### src/rtl/fpu_col_feeder.sv
// fpu_col_feeder: sliding 3-column window feeder for the 3x3 MAC array.
// Define FPU_FEEDER_ZERO_PAD_EN to zero-pad both stripe edges (one extra window each side).
module fpu_col_feeder #(
   parameter int COL_WIDTH = 10
) (
   input  logic       clk,
   input  logic       rst_n,
   input  logic       in_valid,
   output logic       in_ready,
   input  logic [7:0] in_col [COL_WIDTH-1:0],
   input  logic       in_last,
   output logic       out_valid,
   input  logic       out_ready,
   output logic       out_last,
   output logic [7:0] col0 [COL_WIDTH-1:0],
   output logic [7:0] col1 [COL_WIDTH-1:0],
   output logic [7:0] col2 [COL_WIDTH-1:0]
);
`ifdef FPU_FEEDER_ZERO_PAD_EN
   localparam bit PAD = 1'b1;
`else
   localparam bit PAD = 1'b0;
`endif
   typedef logic [7:0] col_t [COL_WIDTH-1:0];
   typedef enum logic [1:0] {IDLE, FILL, RUN, TAIL} state_t;
   localparam col_t ZERO = '{default: 8'd0};

   state_t     state_q, state_d;
   logic [1:0] cnt_q, cnt_d;
   col_t       c0_q, c1_q, c2_q, c0_d, c1_d, c2_d;
   logic       ov_q, ov_d, ol_q, ol_d;
   logic       acc, con;

   assign in_ready  = !(ov_q && !out_ready) && state_q != TAIL;
   assign acc       = in_valid && in_ready;
   assign con       = ov_q && out_ready;
   assign out_valid = ov_q;
   assign out_last  = ol_q;
   assign col0      = c0_q;
   assign col1      = c1_q;
   assign col2      = c2_q;

   always_comb begin
      state_d = state_q;
      cnt_d   = cnt_q;
      c0_d    = c0_q;
      c1_d    = c1_q;
      c2_d    = c2_q;
      ov_d    = ov_q && !con;
      ol_d    = ol_q;
      if (state_q == TAIL) begin
         if (ol_q && con) begin
            state_d = IDLE;
            cnt_d   = 2'd0;
            c0_d    = ZERO;
            c1_d    = ZERO;
            c2_d    = ZERO;
            ov_d    = 1'b0;
            ol_d    = 1'b0;
         end else if (!ol_q && (!ov_q || out_ready)) begin
            c0_d = c1_q;
            c1_d = c2_q;
            c2_d = ZERO;
            ov_d = 1'b1;
            ol_d = 1'b1;
         end
      end else begin
         // the last window may be consumed in the same cycle a new stripe starts
         if (con && ol_q) begin
            state_d = IDLE;
            cnt_d   = 2'd0;
            c0_d    = ZERO;
            c1_d    = ZERO;
            c2_d    = ZERO;
            ol_d    = 1'b0;
         end
         if (acc) begin
            if (PAD && cnt_d == 2'd0) begin
               c0_d  = ZERO;
               c1_d  = ZERO;
               c2_d  = in_col;
               cnt_d = 2'd2;
            end else begin
               c0_d  = c1_d;
               c1_d  = c2_d;
               c2_d  = in_col;
               cnt_d = (cnt_d == 2'd3) ? 2'd3 : cnt_d + 2'd1;
            end
            if (cnt_d == 2'd3) begin
               ov_d    = 1'b1;
               ol_d    = !PAD && in_last;
               state_d = (PAD && in_last) ? TAIL : RUN;
            end else if (in_last && PAD) begin
               state_d = TAIL;
            end else if (in_last) begin
               state_d = IDLE;
               cnt_d   = 2'd0;
               c0_d    = ZERO;
               c1_d    = ZERO;
               c2_d    = ZERO;
            end else begin
               state_d = FILL;
            end
         end
      end
   end

   always_ff @(posedge clk or negedge rst_n) begin
      if (!rst_n) begin
         state_q <= IDLE;
         cnt_q   <= 2'd0;
         c0_q    <= ZERO;
         c1_q    <= ZERO;
         c2_q    <= ZERO;
         ov_q    <= 1'b0;
         ol_q    <= 1'b0;
      end else begin
         state_q <= state_d;
         cnt_q   <= cnt_d;
         c0_q    <= c0_d;
         c1_q    <= c1_d;
         c2_q    <= c2_d;
         ov_q    <= ov_d;
         ol_q    <= ol_d;
      end
   end
endmodule

### config.mk
export PLATFORM = sky130hd
export DESIGN_NAME = fpu_col_feeder
export DESIGN_NICKNAME = d
export VERILOG_FILES = /design/src/rtl/fpu_col_feeder.sv
export SDC_FILE = /design/constraint.sdc
export NUM_CORES = 1
export LEC_CHECK = 0
export CORE_MARGIN = 5
export CORE_UTILIZATION = 44
export DETAILED_ROUTE_END_ITERATION = 7
export GPL_TIMING_DRIVEN = 0
export PLACE_DENSITY_LB_ADDON = 0.1
export SYNTH_ARGS = -nofsm -noshare
export SYNTH_HDL_FRONTEND = slang
export SYNTH_SLANG_ARGS = --single-unit
### constraint.sdc
create_clock -name clk -period 4.75 [get_ports clk]
set_input_delay 0.95 -clock clk [delete_from_list [all_inputs] [get_ports clk]]
set_output_delay 0.95 -clock clk [all_outputs]
set_load 0.005 [all_outputs]
Yosys cells after proc, flatten, opt, wreduce, memory -nomap -nowiden
Cells that the tools add are included.
W data, S select, Z words.
{"block": "classes", "add_sub_neg": 1, "n_mul": 0, "div": 0, "magnitude_cmp": 0, "eq_ne": 5, "shift": 0, "mux": 46, "bitwise_logic": 0, "n_reduce_logical": 15}
{"cell": "$mux W80", "count": 21}
{"cell": "$mux W2", "count": 13}
{"cell": "$mux W1", "count": 12}
{"cell": "$logic_and A1 B1 Y1", "count": 7}
{"cell": "$eq A2 B2 Y1 const B", "count": 3}
{"cell": "$logic_not A1 Y1", "count": 5}
{"cell": "$ne A3 B1 Y1 const B", "count": 1}
{"cell": "$reduce_bool A3 Y1", "count": 1}
{"cell": "$add A2 B1 Y2 const B", "count": 1}
{"cell": "$ne A2 B2 Y1 const B", "count": 1}
{"cell": "$reduce_and A2 Y1", "count": 1}
{"cell": "$logic_or A1 B1 Y1", "count": 1}
{"block": "word_totals", "register_bits": 246, "latch_bits": 0, "ramBits": 0, "romBits": 0, "input_bits": 85, "output_inout_bits": 243, "mem_count": 0}

Depth between registers and ports, before layout
Gate-level depths: netlist of the first run.
{"block": "depth", "depth_word": 12, "ltp_mapped": 7, "mapped_depth_nobuf": 4}

Worst setup path before layout of the first run
OpenSTA, ideal clock, no wires.
{"block": "synth_path", "kind": "input to output", "from": "input out_ready", "to": "output in_ready", "t_arrival_ns": 1.322, "path_slack_ns": 2.478, "path_stages": 2, "cell_sequence": "nand2b_2 -> and2_1"}
{"block": "synth_via", "elab_chain_len": 4}
{"element": "start: declaration", "line_no": "13", "text": "input logic out_ready,"}
{"element": "$logic_not A1 Y1", "line_no": "34", "text": "assign in_ready = !(ov_q && !out_ready) && state_q != TAIL;"}
{"element": "$logic_and A1 B1 Y1", "line_no": "34"}
{"element": "$logic_not A1 Y1", "line_no": "34"}
{"element": "$logic_and A1 B1 Y1", "line_no": "34"}
{"element": "end: declaration", "line_no": "9", "text": "output logic in_ready,"}
No other way between the ends.

Final worst setup path of the first run
Same ends and word-level chain as after synthesis.

==> impl_results.md, run 1 <==
- Status: complete, no violations
- Final WS setup: 1440 ps
- Worst slew pin tran: 975 ps
- First-pass GRT wire length: between 40000 and 50000 um
- Register area share after synthesis: a little over two thirds
- Die area: 23100 sq um
- Hold buffer count at cts: 0
- Design Area, Final: 13500 sq um
- Final hold violation count: 0
- FFs w/ async S/R, synth: 100%
- Max-slew violation count: 0
- CTS tree: yes
- RSZ-0062 raised after global routing: no
- Post-CTS Setup Inserts: 0
- Remaining antenna violation count: 0
- Dpl cell area: 12500 sq um
- N_diodes: 0
- Post-Synthesis Net Count: between 600 and 700
- Starting density of the core: between 40% and 50%
- Commonest non-fill, non-tap cell in the layout: clkdlybuf4s50_1
- Fillers: 1458
- Gr busiest metal: met2
- Setup TNS: 0 ps
- Fmax: 303 MHz
- Startpoint Class: primary input
- Mapped Area: 8870 sq um
- Largest net degree at the start of global routing: 88
- Syn Area/Cell: 15.5 sq um
- Static leakage: approximately 6 nW
- Tcrit/Tclk final: between 60 and 70%
- Grt total ovfl: 0
- Path depth of the worst reg2reg path: 5
- Number of global-route vias before repair: 7189
- # setup viols final: 0
- Most frequent cells in the layout: clkdlybuf4s50_1 (326), dfrtp_1 (246), a22o_1 (240)
- Max_cap viols: 0
- Num Clock Sinks: 246
- Worst setup path end: in_ready
- Die Y: 152 um
- R2R Setup Slk: ~2500 ps
- Routing usage on met2: 37.9%
- Clock Path Buffers: 3
- Area delta synth->final: 52.1%
- Max VDD drop: about 340 uV
- Dpl hpwl: 20000 um
- Register area: 6160 sq um
- Met1 usage: 28.7%
- Worst-path maximum fanout: 5
- Pre-CTS setup slack: 1290 ps
- Post-CTS sizing: 0
- Gr usage total: 22.8%
- Worst skew pair latency: between 500 and 600 ps
- Min Tclk post-route: 3310 ps
- Multi-input combinational cell area: 2320 sq um
- Slew HR: between 30% and 40%
- H-tree Lvls: 1
- EDFF count, synth: 0
- CP startpoint: out_ready
- Top FF cell, synth: dfrtp_1
- Crit end category: primary output
- Required time worst endpoint: 3800 ps
- CP max-delay cell: clkdlybuf4s50_1
- Layout cells sized above 1: between 10% and 20%
- Data arrival time of the worst path: 2360 ps
- Clock skew: 8.90 ps
- Io pins: 328
- Hold Crit Class: in2async
- Worst flop-to-flop path endpoint: col2[59]
- Grt met3 use: 6.43%
- Rows: 52
- Post-Route WL: between 20000 and 30000 um
- Vias per inst: 5.43
- CP Class: in2out
- Wire length per cell: roughly 22 um
- YS warnings: 0
- Core Region: about 20000 sq um
- DRT Pass-1 Iters: 4
- Cell count after synthesis: between 500 and 600
- Pwr Density: 702 nW/um^2
- Crit-path cells: clkdlybuf4s50_1 -> nand2b_2 -> and2_1 -> clkdlybuf4s50_1
- Netlist cell types: 22
- Root buf cell: clkbuf_16
- Max incr delay on CP: 550 ps
- RePlAce Congestion: ~0.86
- CTS clk-pin slew, worst paths: approximately 60 ps
- CP dominant cell by count: clkdlybuf4s50_1
- Number of synthesized register bits: between 200 and 250
- Initial antenna violation count: 0
- Die width: 152 um
- TritonCTS Buffers: 26
- R2r startpoint: out_valid
- Initial detailed-routing violation count: ~260
- Total Power: 9.48 mW
- Buffers on Ports: 327
- Nets: 1016
- Drc violations: 0
- Routed vias: 6631
[worst max-delay path: cells and delay by family]
family | cells | cell delay [ps]
and+or+nand+nor | 2 | 350
buffers and inverters | 2 | 1050
[final cells by class]
cell class	count	share of cell area, %
multi-input combinational	274	17.2
clock buffer	39	6.08
tap	270	2.50
sequential	246	45.6
clock inverter	9	0.983
timing repair buffer	329	24.7
inverter	2	0.0556
buffer	52	2.89
[Yosys cell counts, drive strengths merged, types with 2 or more instances]
cell type  instances  area, sq um
clkbuf             6         22.5
nand3              4         25.0
o31ai              2         15.0
o21ai              4         20.0
o211ai             2         15.0
nand2              8         30.0
buf               46          368
inv                2         7.51
a21oi              4         23.8
and2               3         18.8
a22o             240         2100
dfrtp            246         6160
[layer usage]
metal  up-vias  part of all wire, %
li1       2967                    -
met1      3319                   40
met2       279                   48
met3        66                  7.4
met4         0                  4.0
met5         -                    0
[through the flow]
stage,hold WS (ps),instances,util (%)
floorplan,498,574,-
global placement,486,1171,62.3
finish,371,1221,67.3
global route,420,1221,67.3
detailed placement,491,1173,62.6
CTS,405,1221,67.3
[power by group]
| group | leakage [nW] | total (mW) | internal [mW] | switching, mW |
|---|---|---|---|---|
| Combinational | 2.40 | 3.79 | 2.22 | 1.57 |
| Clock | 0.471 | 2.17 | 1.36 | 0.810 |
| Sequential | 3.29 | 3.51 | 2.87 | 0.641 |
[cell families (layout without fill, tap and decap cells)]
logic type      after synthesis  in the layout  synth area share (%)
simple gates                 16             16                 0.931
flops                       246            246                  69.4
compound gates              257            257                  25.1
mux                           1              1                 0.113
buf+inv                      54            431                  4.49
[worst min path at each step]
stage	cells past startpoint	slack [ps]	endpoint	from
floorplan	1	500	col0[0]	col0[0]
global route	1	420	col0[44]	rst_n
CTS	1	410	col0[44]	rst_n
global placement	1	490	col0[60]	col0[60]
finish	1	370	col0[44]	rst_n
detailed placement	1	490	col0[57]	col0[57]
[registers in the layout (all words and copies together), names as in the netlist]
signal,flops
cnt_q,2
col2,80
col1,80
col0,80
state_q,2
out_valid,1
out_last,1
Power figures use the tool's default switching activity.
==> run 2, diff against run 1 <==
==> constraint.sdc (replaced) <==
create_clock -name clk -period 3.1 [get_ports clk]
set_input_delay 0.62 -clock clk [delete_from_list [all_inputs] [get_ports clk]]
set_output_delay 0.62 -clock clk [all_outputs]
set_load 0.005 [all_outputs]
==> results of run 2 <==
The final DEF is identical to that of run 1. Status: complete, no violations.
Among the figures that moved: setup slack after placement 1290 ps -> -26.4 ps; setup slack after layout 1440 ps -> 454 ps; hold slack 371 ps -> 41.0 ps; register-to-register setup slack 2450 ps -> 800 ps; total power 9.48 mW -> 14.5 mW; worst IR drop on VDD 345 uV -> 528 uV
==> run 3, diff against run 2 <==
--- a/config.mk
+++ b/config.mk
@@ -10,6 +10,8 @@
 export DETAILED_ROUTE_END_ITERATION = 7
 export GPL_TIMING_DRIVEN = 0
 export PLACE_DENSITY_LB_ADDON = 0.1
+export SLEW_MARGIN = 10
 export SYNTH_ARGS = -nofsm -noshare
 export SYNTH_HDL_FRONTEND = slang
 export SYNTH_SLANG_ARGS = --single-unit
+export TNS_END_PERCENT = 30
==> results of run 3 <==
The final DEF is identical to that of run 1. Status: complete, no violations.
Among the figures that moved: setup slack after placement 1290 ps -> -26.4 ps; setup slack after layout 1440 ps -> 454 ps; hold slack 371 ps -> 41.0 ps; register-to-register setup slack 2450 ps -> 800 ps; total power 9.48 mW -> 14.5 mW; worst IR drop on VDD 345 uV -> 528 uV
